<file path="src/rtl/pong_game_state.sv">
// pong_game_state: per-frame Pong engine; frame_tick-gated buttons/start in, registered paddle centres, ball centre, scores and game_over out
module pong_game_state #(
  parameter int SCREEN_W     = 640,
  parameter int SCREEN_H     = 480,
  parameter int PADDLE_H     = 64,
  parameter int PADDLE_STEP  = 4,
  parameter int BALL_R       = 4,
  parameter int BALL_SPEED   = 2,
  parameter int LEFT_FACE    = 24,
  parameter int RIGHT_FACE   = 616,
  parameter int SERVE_FRAMES = 60,
  parameter int WIN_SCORE    = 9
) (
  input  logic       clk,
  input  logic       reset,
  input  logic       frame_tick,
  input  logic       left_up,
  input  logic       left_down,
  input  logic       right_up,
  input  logic       right_down,
  input  logic       start,
  output logic [9:0] leftPaddle,
  output logic [9:0] rightPaddle,
  output logic [9:0] ball_center_x,
  output logic [9:0] ball_center_y,
  output logic [3:0] left_score,
  output logic [3:0] right_score,
  output logic       game_over
);
  typedef enum logic [1:0] {SERVE, PLAY, OVER} state_t;
  localparam int CW = $clog2(SERVE_FRAMES);
  localparam logic [CW-1:0] CNT_LAST = CW'(SERVE_FRAMES - 1);
  localparam logic [9:0] P_MIN = 10'(PADDLE_H / 2);
  localparam logic [9:0] P_MAX = 10'(SCREEN_H - 1 - PADDLE_H / 2);
  localparam logic [9:0] STEP = 10'(PADDLE_STEP);
  localparam logic [9:0] CX = 10'(SCREEN_W / 2);
  localparam logic [9:0] CY = 10'(SCREEN_H / 2);
  localparam logic [3:0] WIN_M1 = 4'(WIN_SCORE - 1);
  localparam logic signed [10:0] SPD = 11'(BALL_SPEED);
  localparam logic signed [10:0] BR = 11'(BALL_R);
  localparam logic signed [10:0] BOT = 11'(SCREEN_H - 1 - BALL_R);
  localparam logic signed [10:0] XMAX = 11'(SCREEN_W - 1 - BALL_R);
  localparam logic signed [10:0] LHIT = 11'(LEFT_FACE + BALL_R);
  localparam logic signed [10:0] RHIT = 11'(RIGHT_FACE - BALL_R);
  localparam logic signed [10:0] REACH = 11'(PADDLE_H / 2 + BALL_R);
  state_t state;
  logic [CW-1:0] serve_cnt;
  logic dx, dy;
  logic [9:0] lp_next, rp_next;
  logic signed [10:0] x_s, y_s, nx, ny, dl, dr, al, ar, y_wall, x_next;
  logic hit_l, hit_r, miss_l, miss_r, dy_wall, dx_next;
  function automatic logic [9:0] move(input logic [9:0] y, input logic up, input logic dn);
    return (up && !dn) ? ((y < P_MIN + STEP) ? P_MIN : y - STEP) :
           (dn && !up) ? ((y > P_MAX - STEP) ? P_MAX : y + STEP) : y;
  endfunction
  always_comb begin
    lp_next = move(leftPaddle, left_up, left_down);
    rp_next = move(rightPaddle, right_up, right_down);
    x_s = $signed({1'b0, ball_center_x});
    y_s = $signed({1'b0, ball_center_y});
    nx = x_s + (dx ? SPD : -SPD);
    ny = y_s + (dy ? SPD : -SPD);
    dl = y_s - $signed({1'b0, leftPaddle});
    dr = y_s - $signed({1'b0, rightPaddle});
    al = dl[10] ? -dl : dl;
    ar = dr[10] ? -dr : dr;
    hit_l = !dx && x_s >= LHIT && nx <= LHIT && al <= REACH;
    hit_r = dx && x_s <= RHIT && nx >= RHIT && ar <= REACH;
    miss_l = !hit_l && nx <= BR;
    miss_r = !hit_r && nx >= XMAX;
    y_wall = (ny <= BR) ? BR : (ny >= BOT) ? BOT : ny;
    dy_wall = (ny <= BR) ? 1'b1 : (ny >= BOT) ? 1'b0 : dy;
    x_next = hit_l ? LHIT : hit_r ? RHIT : nx;
    dx_next = hit_l ? 1'b1 : hit_r ? 1'b0 : dx;
  end
  always_ff @(posedge clk or posedge reset) begin
    if (reset) begin
      state <= SERVE;
      serve_cnt <= '0;
      leftPaddle <= CY;
      rightPaddle <= CY;
      ball_center_x <= CX;
      ball_center_y <= CY;
      dx <= 1'b1;
      dy <= 1'b1;
      left_score <= '0;
      right_score <= '0;
      game_over <= 1'b0;
    end else if (frame_tick) begin
      if (state != OVER) begin
        leftPaddle <= lp_next;
        rightPaddle <= rp_next;
      end
      case (state)
        SERVE: begin
          serve_cnt <= (serve_cnt == CNT_LAST) ? '0 : serve_cnt + 1'b1;
          if (serve_cnt == CNT_LAST) state <= PLAY;
        end
        PLAY: begin
          if (miss_l || miss_r) begin
            ball_center_x <= CX;
            ball_center_y <= CY;
            dx <= miss_r;
            dy <= 1'b1;
            if (miss_l) right_score <= right_score + 1'b1;
            else left_score <= left_score + 1'b1;
            state <= ((miss_l ? right_score : left_score) == WIN_M1) ? OVER : SERVE;
            game_over <= (miss_l ? right_score : left_score) == WIN_M1;
          end else begin
            ball_center_x <= x_next[9:0];
            ball_center_y <= y_wall[9:0];
            dx <= dx_next;
            dy <= dy_wall;
          end
        end
        OVER: begin
          if (start) begin
            left_score <= '0;
            right_score <= '0;
            game_over <= 1'b0;
            dx <= 1'b1;
            dy <= 1'b1;
            serve_cnt <= '0;
            state <= SERVE;
          end
        end
        default: state <= SERVE;
      endcase
    end
  end
endmodule
</file>
<file path="config.mk">
export PLATFORM = sky130hd
export DESIGN_NAME = pong_game_state
export DESIGN_NICKNAME = d
export VERILOG_FILES = /design/src/rtl/pong_game_state.sv
export SDC_FILE = /design/constraint.sdc
export NUM_CORES = 1
export LEC_CHECK = 0
export BUFFER_PORTS_ARGS = -buffer_cell sky130_fd_sc_hd__buf_2
export CORE_AREA = 2 2 142 144
export DETAILED_ROUTE_END_ITERATION = 8
export DIE_AREA = 0 0 144 146
export PLACE_DENSITY = 0.51
export RECOVER_POWER = 25
export SLEW_MARGIN = 20
export SYNTH_ARGS = -nofsm -noshare
export SYNTH_HDL_FRONTEND = slang
export SYNTH_SLANG_ARGS = --single-unit
</file>
<file path="constraint.sdc">
create_clock -name clk -period 11.15 [get_ports clk]
set_input_delay 2.23 -clock clk [delete_from_list [all_inputs] [get_ports clk]]
set_output_delay 2.23 -clock clk [all_outputs]
set_load 0.05 [all_outputs]
</file>
### Yosys cells after proc, flatten, opt, wreduce, memory -nomap -nowiden

Index checks and enable logic that the tools add are counted.

| storage, ports and cells | value |
|---|---|
| flip-flop bits (word level) | 59 |
| output and inout bits | 49 |

| operators by class | value |
|---|---|
| $add $sub $neg | 13 |
| muxes and demuxes | 46 |
| reduce and logical (&&, ||, !) cells | 35 |
| order comparisons | 14 |
| equality and inequality tests | 12 |

Operators by type and width:

| kind | count |
|---|---|
| 10-bit two-way mux | 14 |
| 11-bit two-way mux | 4 |
| 4-bit two-way mux | 6 |
| 11-bit adder | 2 |
| 11-bit greater-or-equal comparator (second input constant) | 2 |
| 11-bit by 4-bit less-or-equal comparator with 1-bit output (second input constant) | 2 |
| 11-bit by 7-bit less-or-equal comparator with 1-bit output (second input constant) | 2 |
| 11-bit negator | 2 |
| 10-bit by 10-bit subtractor with 11-bit output | 2 |
| 10-bit by 3-bit adder with 10-bit output (second input constant) | 2 |
| 10-bit by 9-bit > comparator with 1-bit output (second input constant) | 2 |
| 10-bit by 6-bit < comparator with 1-bit output (second input constant) | 2 |
| 10-bit by 3-bit subtractor with 10-bit output (second input constant) | 2 |
| 4-bit one-hot mux with 2 select lines | 2 |
| 4-bit AND reduction | 4 |
| 1-bit logical AND | 12 |
| 6-bit two-way mux | 2 |
| 2-bit != test (second input constant) | 6 |
| 6-bit one-hot mux with 2 select lines | 1 |
| 11-bit by 10-bit greater-or-equal comparator with 1-bit output (second input constant) | 1 |
| 11-bit by 6-bit less-or-equal comparator with 1-bit output (second input constant) | 1 |
| 10-bit by 5-bit greater-or-equal comparator with 1-bit output (second input constant) | 1 |
| 10-bit less-or-equal comparator (second input constant) | 1 |
| 5-bit AND reduction | 2 |
| 17 further kinds | 43 |

### Depth between registers and ports, before layout

Gate-level depths: netlist (run 1).

| depth | value |
|---|---|
| depth after elaboration | 12 |
| depth in mapped cells | 15 |
| gate-level depth less buffers | 15 |

### Worst setup path before layout (run 1)

No wires, ideal clock.

| path | value |
|---|---|
| path kind | reg2reg |
| start point | register rightPaddle[0] |
| end point | register ball_center_x[1] |
| path slack | 7.358 ns |
| data arrival time | 3.725 ns |
| cell stages (with the launch flop) | 15 |
| setup time | 0.067 ns |
| required time | 11.083 ns |
| buffers on the path | 0 |
| cells stage by stage | dfrtp_1 -> ha_1 -> inv_1 -> fa_1 -> a211o_1 -> a2111oi_0 -> nand4b_1 -> nor2_1 -> and4bb_1 -> xor2_1 -> a31oi_1 -> a211oi_2 -> o22ai_2 -> or4_1 -> nand2_1 |

| on the way | value |
|---|---|
| word-level cells in the longest chain between the ends | 9 |
| elaborated cells on any way between the ends | 11 |

RTL lines:

| element | RTL line | text |
|---|---|---|
| start, declared | 23 | `output logic [9:0] rightPaddle,` |
| start signal, assigned | 92 | `rightPaddle <= rp_next;` |
| 10-bit by 10-bit subtractor with 11-bit output * | 64 | `dr = y_s - $signed({1'b0, rightPaddle});` |
| 11-bit negator | 66 | `ar = dr[10] ? -dr : dr;` |
| 11-bit two-way mux * | 66 |  |
| 11-bit by 7-bit less-or-equal comparator with 1-bit output * | 68 | `hit_r = dx && x_s <= RHIT && nx >= RHIT && ar <= REACH;` |
| 1-bit logical AND * | 68 |  |
| 1-bit zero test | 70 | `miss_r = !hit_r && nx >= XMAX;` |
| 1-bit logical AND | 70 |  |
| 1-bit logical OR | 100 | `if (miss_l \|\| miss_r) begin` |
| 10-bit two-way mux * | 100 |  |
| end signal, assigned | 110 | `ball_center_x <= x_next[9:0];` |
| end, declared | 24 | `output logic [9:0] ball_center_x,` |

Mark *: on every way between the ends. The rest lies on a longest branch, timed or not.
A chain may end at the register's enable or synchronous reset.

==> impl_metrics.ini, run 1 <==
[clock_tree]
clock-root-buffer = clkbuf_16
post_cts_buffers = 0
cts_tree = done
htreeDepth = 2
cts_resized = 0
clk_latency_ns = 0.31
clockBufferDepth = 2
numCtsBuffers = 5
ctsHoldBuffers = 0
cts.sinks = 56
clkTransAtPathRegs_ns = 0.08

[outcome]
status = finished with violations
violations = max-capacitance violations, max-slew violations

[place]
buffer_ports.inserted = 55
place_ws_ns = 6.71
place_hpwl_um = 12000
place.gp.congestion = 0.813
dp_cells = 1020

[sta]
post-route-period-util_pct = 44.1
holdWs_ns = 0.491
final_hold_viol_count = 0
slew_violations = 57
finalSetupTns_ns = 0
slew_headroom_pct = -111
fmax_mhz = 203
finClkSkew_ns = 0.0140
worst_pin_slew_ns = 3.17
setup_violations = 0
timing.final.ws_setup_ns = 6.23
min_period_ns = 4.92
rsz0062_at_grt = false

[hold_path]
hold_class = reg2reg

[yosys]
synth_top_cells_by_count = 64 x nand2_1, 59 x o21ai_0, 53 x a21oi_1
synth_nets = 782
synth_ff_type = dfrtp_1
synth_most_common_cell = nand2_1
synth_edf_count = 0
netlist_instances = 718
ys.warnings.count = 0
synth_area_per_cell_um2 = 8.02
synth.area.top_cells = dfrtp_1 17%, ha_1 11%, dfstp_2 7.3%
synth_area_mm2 = 0.00576
async_reset_ff_share_pct = 100
yosysTopAreaCellShare_pct = 17.4
synth-seq-cells = 56
netlist.top_cell.by_area = dfrtp_1
synth_seq_area_share_pct = 24.7
synth.distinct_cells = 89

[die]
core_mm2 = 0.0193
die_w_um = 144
dieArea_mm2 = 0.0210
std_cell_rows = 51
die_y_um = 146
initial_core_util_pct = 29.8
ios = 57

[worst_setup_path]
slowest_delay_ns = 2.22
worstPathArrival_ns = 4.63
cp_data_required_time_ns = 10.86
crit_type = in2async
cp_slowest_cell = clkbuf_1
critPathMaxFanout = 56
crit_path_start_kind = input pin
critical_path.cell_chain = buf_2 -> inv_1 -> clkbuf_1
worstSetupEndpointType = asynchronous set/reset pin

[finish]
syn_to_final_growth_pct = 11.6
n_antenna_cell = 0
multi_input_area_mm2 = 0.00407
nFillCells = 2068
ff_latch_area_mm2 = 0.00142
drive_gt1_share_pct = 14.2
design.final.nets = 826
layout.cells.non_filler = 1028

[routing]
routed_wl_um = 16000
drtPass1Iterations = 4
postRouteAntennaNets = 0
drc = 0
num_vias = 5504
via_per_inst = 5.35
wl_per_cell_um = 15.5
drtIter0Drc = 257

[grt]
grt_pass1_wl_um = 26500
grt.total_usage_pct = 15.3
overflow = 0
grt_antenna_before_repair = 0
grt_max_degree = 57
grt_pass1_vias = 5115

[flow_run]
drv_cap = 1
-- path summary, 6_finish.rpt --
check                              from                to  slack, ns  depth (start not counted)
setup reg to reg                     dx  ball_center_x[1]       6.55                         12
setup / recovery                  reset  ball_center_y[1]       6.23                          3
max in group clk                     dx  ball_center_x[1]       6.55                         12
hold reg to reg            serve_cnt[5]      serve_cnt[5]       0.49                          1
hold / removal             serve_cnt[5]      serve_cnt[5]       0.49                          1
min in group asynchronous         reset     leftPaddle[2]       3.12                          3
-- flip-flops by register name (all words and copies together) (netlist names), 2 cells and up --
register,count
ball_center_y,10
ball_center_x,9
leftPaddle,9
rightPaddle,9
serve_cnt,6
left_score,4
right_score,4
state,2
-- stage by stage --
step / utilization (%) / area [um2]
final: 33.2 / 6430
after floorplan: - / 5760
after global placement: 32.5 / 6280
after detailed placement: 32.5 / 6280
after global routing: 33.2 / 6430
after CTS: 33.3 / 6430
-- layer usage --
layer	vias up	part of all wire [%]	global-route usage, %
met5	-	0	0
met4	0	1.1	3.33
met3	15	3.3	2.01
met2	97	44	23.6
met1	2623	51	22.7
li1	2769	-	-
-- worst max-delay path: cells and delay by family --
family,cells,cell delay (ns)
buffers and inverters,3,2.35
-- placed cells by master, fill, tap and decap left out, types with 8 or more instances in the layout --
master,instances
nand2_1,64
o21ai_0,59
buf_2,55
a21oi_1,53
ha_1,52
inv_1,46
nor2_1,46
dfrtp_1,40
nand3_1,27
nor3_1,23
nand2b_1,19
xnor2_1,18
a31oi_1,18
dfstp_2,16
o31ai_1,12
a21o_1,12
nor2b_1,11
xor2_1,11
o21ai_1,9
o22ai_1,8
o21a_1,8
-- layout make-up --
class,instances,area share [%]
multi-input combinational,596,63.3
timing repair buffer,56,4.34
clock buffer,5,1.95
sequential,56,22.1
tap,265,5.16
inverter,47,2.74
clock inverter,3,0.409
-- cell families after synthesis --
logic type,synth area share (%)
compound gates,30.0
flops,24.7
buf+inv,4.67
other cells,0.0651
mux,0.913
simple gates,22.3
xor+xnor,4.69
fa+ha+maj,12.7
Power of run 1 is left out: the tool's default activity adds up to more than one toggle a clock period on the data nets, which glitch-free logic cannot reach.
==> inputs of run 2 (changes only) <==
--- a/config.mk
+++ b/config.mk
@@ -9,7 +9,7 @@
 export CORE_AREA = 2 2 142 144
 export DETAILED_ROUTE_END_ITERATION = 8
 export DIE_AREA = 0 0 144 146
-export PLACE_DENSITY = 0.51
+export PLACE_DENSITY = 0.52
 export RECOVER_POWER = 25
 export SLEW_MARGIN = 20
 export SYNTH_ARGS = -nofsm -noshare
==> constraint.sdc (replaced) <==
create_clock -name clk -period 4 [get_ports clk]
set_input_delay 0.8 -clock clk [delete_from_list [all_inputs] [get_ports clk]]
set_output_delay 0.8 -clock clk [all_outputs]
set_load 0.05 [all_outputs]
==> run 2 against run 1 <==
Clock skew down 0.0055 ns. Highest routed layer unchanged. First-iteration DRC count increased by 19%. Register-to-register slack worse by 6.4 ns. Wire length up 5.2%. The flow now finishes without violations. Sequential share of layout area decreased by 1.7 points. Via count is 2.2% higher. Worst hold slack gained 0.0093 ns. Cell count rose by 3.6%. Critical path depth is 13 higher. Core utilization is 2.7 points higher. Final area up 8.1%.
==> impl_metrics.ini, run 2 (synthesis results as in run 1) <==
[outcome]
status = finished, final reports clean

[clock_tree]
cts_tree = done
ctsHoldBuffers = 0
numCtsBuffers = 5
clock-root-buffer = clkbuf_16
htreeDepth = 2
clkTransAtPathRegs_ns = 0.08
clk_latency_ns = 0.31
cts.sinks = 56
clockBufferDepth = 2

[worst_setup_path]
worstSetupEndpointType = flip-flop
reg2reg_to = left_score[1]
worstPathArrival_ns = 4.06
cp_data_required_time_ns = 4.20
crit_path_start_kind = flip-flop
crit_type = reg2reg
reg2reg_depth = 16
r2r_slack_ns = 0.15
critPathMaxFanout = 6
reg2reg_from = ball_center_y[0]

[routing]
drtIter0Drc = 307
drc = 0
routed_wl_um = 16800
via_per_inst = 5.28
num_vias = 5624
drtPass1Iterations = 5
wl_per_cell_um = 15.8
postRouteAntennaNets = 0

[hold_path]
hold_depth = 1
min_to = serve_cnt[5]
hold_class = reg2reg
min_from = serve_cnt[5]

[sta]
finClkSkew_ns = 0.00849
final_hold_viol_count = 0
worst_pin_slew_ns = 1.44
slew_headroom_pct = 3.90
fmax_mhz = 260
min_period_ns = 3.85
post-route-period-util_pct = 96.3
holdWs_ns = 0.500
slew_violations = 0
setup_violations = 0

[grt]
grt.total_usage_pct = 16.1
grtUsageMet2_pct = 25.9
grt_max_degree = 37
grt_pass1_vias = 5333
grt_antenna_before_repair = 0
use_met1_pct = 23.3
use_met3_pct = 2.63
grt_pass1_wl_um = 27500
overflow = 0
top_usage_layer = met2

[place]
place_area_mm2 = 0.00654
place_hpwl_um = 12700
buffer_ports.inserted = 55
place.gp.congestion = 0.878

[die]
core_mm2 = 0.0193
die_w_um = 144
initial_core_util_pct = 29.8
die_y_um = 146
ios = 57
dieArea_mm2 = 0.0210
std_cell_rows = 51

[finish]
largest-register = ball_center_y
syn_to_final_growth_pct = 20.6
final_cell_mix = 64 x nand2_1, 58 x o21ai_0, 55 x buf_2
drive_gt1_share_pct = 21.5
stdcell_area_mm2 = 0.00695
largest_reg_flops = 10
n_antenna_cell = 0
design.final.nets = 863
layout.cells.most_common = nand2_1

[flow_run]
drv_cap = 0
[run 2: changes by cell type in the layout (fill, tap and decap cells not counted), moves of 3 or more]
cell / delta
a21oi_1: -3
a21oi_2: +3
buf_4: +37
xor2_1: -3
xor2_2: +3
a211oi_1: -3
a2111oi_2: +3
[run 2: worst max-delay path by stage]
| stage | from | to | slack [ns] | depth (start not counted) |
|---|---|---|---|---|
| after floorplan | rightPaddle[0] | ball_center_x[1] | 0.21 | 14 |
| after global placement | dx | right_score[2] | 0.15 | 15 |
| after detailed placement | dx | right_score[3] | 0.09 | 15 |
| after CTS | dx | right_score[3] | 0.03 | 15 |
| after global routing | ball_center_y[0] | left_score[1] | -0.03 | 16 |
| final | ball_center_y[0] | left_score[1] | 0.15 | 16 |
[run 2: worst max-delay path: stages, from the launching register on]
cell      delay [ns]
dfrtp_1         0.38
inv_1           0.10
ha_1            0.16
inv_1           0.05
fa_2            0.36
a211o_4         0.38
nand4_1         0.10
nand4b_1        0.18
buf_4           0.20
nor4_4          0.24
nand4b_1        0.17
nor4bb_1        0.19
buf_4           0.17
a211oi_4        0.39
nor2_1          0.14
o21ai_1         0.20
mux2_2          0.35
[run 2: layout make-up]
type	instances	area, um2
Timing Repair Buffer	93	557
Fill cell	2003	12400
Multi-Input combinational cell	596	4280
Clock inverter	1	30.0
Clock buffer	7	153
Inverter	47	176
Sequential cell	56	1420
Tap cell	265	332
[run 2: metal layers]
| layer | vias to the layer above | wire length (um) |
|---|---|---|
| met3 | 11 | 605 |
| met1 | 2663 | 8350 |
| li1 | 2845 | - |
| met2 | 105 | 7730 |
| met4 | 0 | 113 |
| met5 | - | 0 |
[run 2: what timing repair did]
item,CTS,global route
endpoints found under the setup margin,0,31
buffers inserted,0,3
gates resized for setup,0,39
[run 2: metrics by stage]
stage	setup TNS, ns	instances	setup slack [ns]	util, %
6_report	0	1065	0.148	35.9
5_1_grt	-0.0525	1065	-0.0331	35.9
4_1_cts	0	1062	0.0338	34.7
3_5_place_dp	0	1054	0.0857	33.8
3_3_place_gp	0	1054	0.147	33.8
2_1_floorplan	0	718	0.208	-
Power of run 2 is left out for the same reason.
==> inputs of run 3 (changes only) <==
--- a/config.mk
+++ b/config.mk
@@ -9,7 +9,7 @@
 export CORE_AREA = 2 2 142 144
 export DETAILED_ROUTE_END_ITERATION = 8
 export DIE_AREA = 0 0 144 146
-export PLACE_DENSITY = 0.52
+export PLACE_DENSITY = 0.46
 export RECOVER_POWER = 25
 export SLEW_MARGIN = 20
 export SYNTH_ARGS = -nofsm -noshare
==> constraint.sdc (replaced) <==
create_clock -name clk -period 4.4 [get_ports clk]
set_input_delay 0.88 -clock clk [delete_from_list [all_inputs] [get_ports clk]]
set_output_delay 0.88 -clock clk [all_outputs]
set_load 0.05 [all_outputs]
==> run 3 against run 2 <==
Core utilization fell by 2.1 points. Fmax fell by 6.7%. The flow now finishes with violations (max-capacitance violations, max-slew violations). Final area fell by 5.7%. Register-to-register slack improved by 0.12 ns. Setup slack improved by 0.12 ns. Worst hold slack got worse by 0.0083 ns.
==> impl_metrics.ini, run 3 (synthesis results as in run 1) <==
[sta]
slew_violations = 30
finClkSkew_ns = 0.0115
worst_pin_slew_ns = 1.65
fmax_mhz = 242
finalSetupTns_ns = 0
holdWs_ns = 0.492
setup_violations = 0
rsz0062_at_grt = false
post-route-period-util_pct = 93.9
min_period_ns = 4.13
slew_headroom_pct = -10.0
final_hold_viol_count = 0
timing.final.ws_setup_ns = 0.270

[grt]
use_met3_pct = 2.40
overflow = 0
grt.total_usage_pct = 16.4
grt_pass1_vias = 5434
grtUsageMet2_pct = 26.9
top_usage_layer = met2
grt_antenna_before_repair = 0
use_met1_pct = 23.0
grt_max_degree = 30
grt_pass1_wl_um = 28300

[worst_setup_path]
critical_path.cell_chain = inv_1 -> ha_1 -> inv_1 -> fa_1 -> a211o_1 -> o21ai_1 -> xnor2_1 -> nor3_1 -> nand4b_1 -> nor4bb_1 -> buf_4 -> a211o_2 -> a21oi_4 -> nand2_2 -> o32a_1
worstPathArrival_ns = 4.37
crit_top_cell = inv_1
slowest_delay_ns = 0.41
worstSetupEndpointType = flip-flop
crit_type = reg2reg
critPathMaxFanout = 8
path_delay_family = compound AO/OA/AOI/OAI gates
cp_slowest_cell = dfrtp_1
cp_num_buf_inv = 3
crit_path_start_kind = flip-flop
cp_data_required_time_ns = 4.64

[finish]
syn_to_final_growth_pct = 13.7
layout.cells.most_common = nand2_1
final_cell_mix = 64 x nand2_1, 59 x o21ai_0, 55 x buf_2
drive_gt1_share_pct = 15.3
n_antenna_cell = 0
layout.cells.non_filler = 1037
largest-register = ball_center_y
largest_reg_flops = 10
design.final.nets = 835

[routing]
routed_wl_um = 17000
drc = 0
via_per_inst = 5.52
wl_per_cell_um = 16.4
drtIter0Drc = 356
drtPass1Iterations = 6
num_vias = 5724
postRouteAntennaNets = 0

[clock_tree]
post_cts_buffers = 0
clock-root-buffer = clkbuf_16
cts_tree = done
clk_latency_ns = 0.31
clkTransAtPathRegs_ns = 0.07
htreeDepth = 2
clockBufferDepth = 2
cts.sinks = 56
numCtsBuffers = 5

[die]
die_y_um = 146
ios = 57
core_mm2 = 0.0193
die_w_um = 144
initial_core_util_pct = 29.8
dieArea_mm2 = 0.0210
std_cell_rows = 51

[place]
dp_cells = 1029
buffer_ports.inserted = 55
place.gp.congestion = 0.893
place_hpwl_um = 13300
place_ws_ns = 0.258

[hold_path]
hold_class = reg2reg

[outcome]
status = finished with violations
violations = max-capacitance violations, max-slew violations

[flow_run]
drv_cap = 1
run 3: cell count changes in the layout (fill, tap and decap cells not counted), moves of 3 or more:
cell	change
xor2_2	-3
xor2_1	+3
a2111oi_2	-3
a21oi_1	+3
a211oi_1	+3
buf_4	-28
a211oi_2	-3
a21oi_2	-3
run 3: path summary, 6_finish.rpt:
kind                             startpoint               end  slack [ns]  cells after the start
min reg2reg                    serve_cnt[5]      serve_cnt[5]        0.49                      1
min                            serve_cnt[5]      serve_cnt[5]        0.49                      1
max reg2reg                ball_center_y[0]                dy        0.27                     15
max                        ball_center_y[0]                dy        0.27                     15
min in group asynchronous             reset     leftPaddle[2]        0.86                      2
max in group asynchronous             reset  ball_center_y[9]        1.45                      3
run 3: cell type report:
| class | count | area, um2 |
|---|---|---|
| clock buffers | 7 | 153 |
| clock inverters | 1 | 30.0 |
| fillers | 2013 | 12800 |
| inverters | 47 | 176 |
| multi-input cells | 596 | 4090 |
| flip-flops and latches | 56 | 1420 |
| well taps | 265 | 332 |
| repair buffers | 65 | 347 |
run 3: per-layer routing:
| layer | vias to the layer above | part of all wire [%] |
|---|---|---|
| met2 | 134 | 46 |
| met4 | 0 | 0.96 |
| li1 | 2786 | - |
| met5 | - | 0 |
| met3 | 14 | 4.1 |
| met1 | 2790 | 49 |
run 3: metrics by stage:
step	instance area, um2	utilization, %
floorplan	5760	-
detailed placement	6350	32.8
global route	6550	33.9
finish	6550	33.9
global placement	6350	32.8
CTS	6530	33.8
run 3: timing repair:
item / 4_1_cts / 5_1_grt
gates resized for setup: 0 / 3
setup endpoints to repair: 0 / 17
hold buffers: 0 / 0
endpoints found under the hold margin: 0 / 0
Power of run 3 is left out for the same reason.
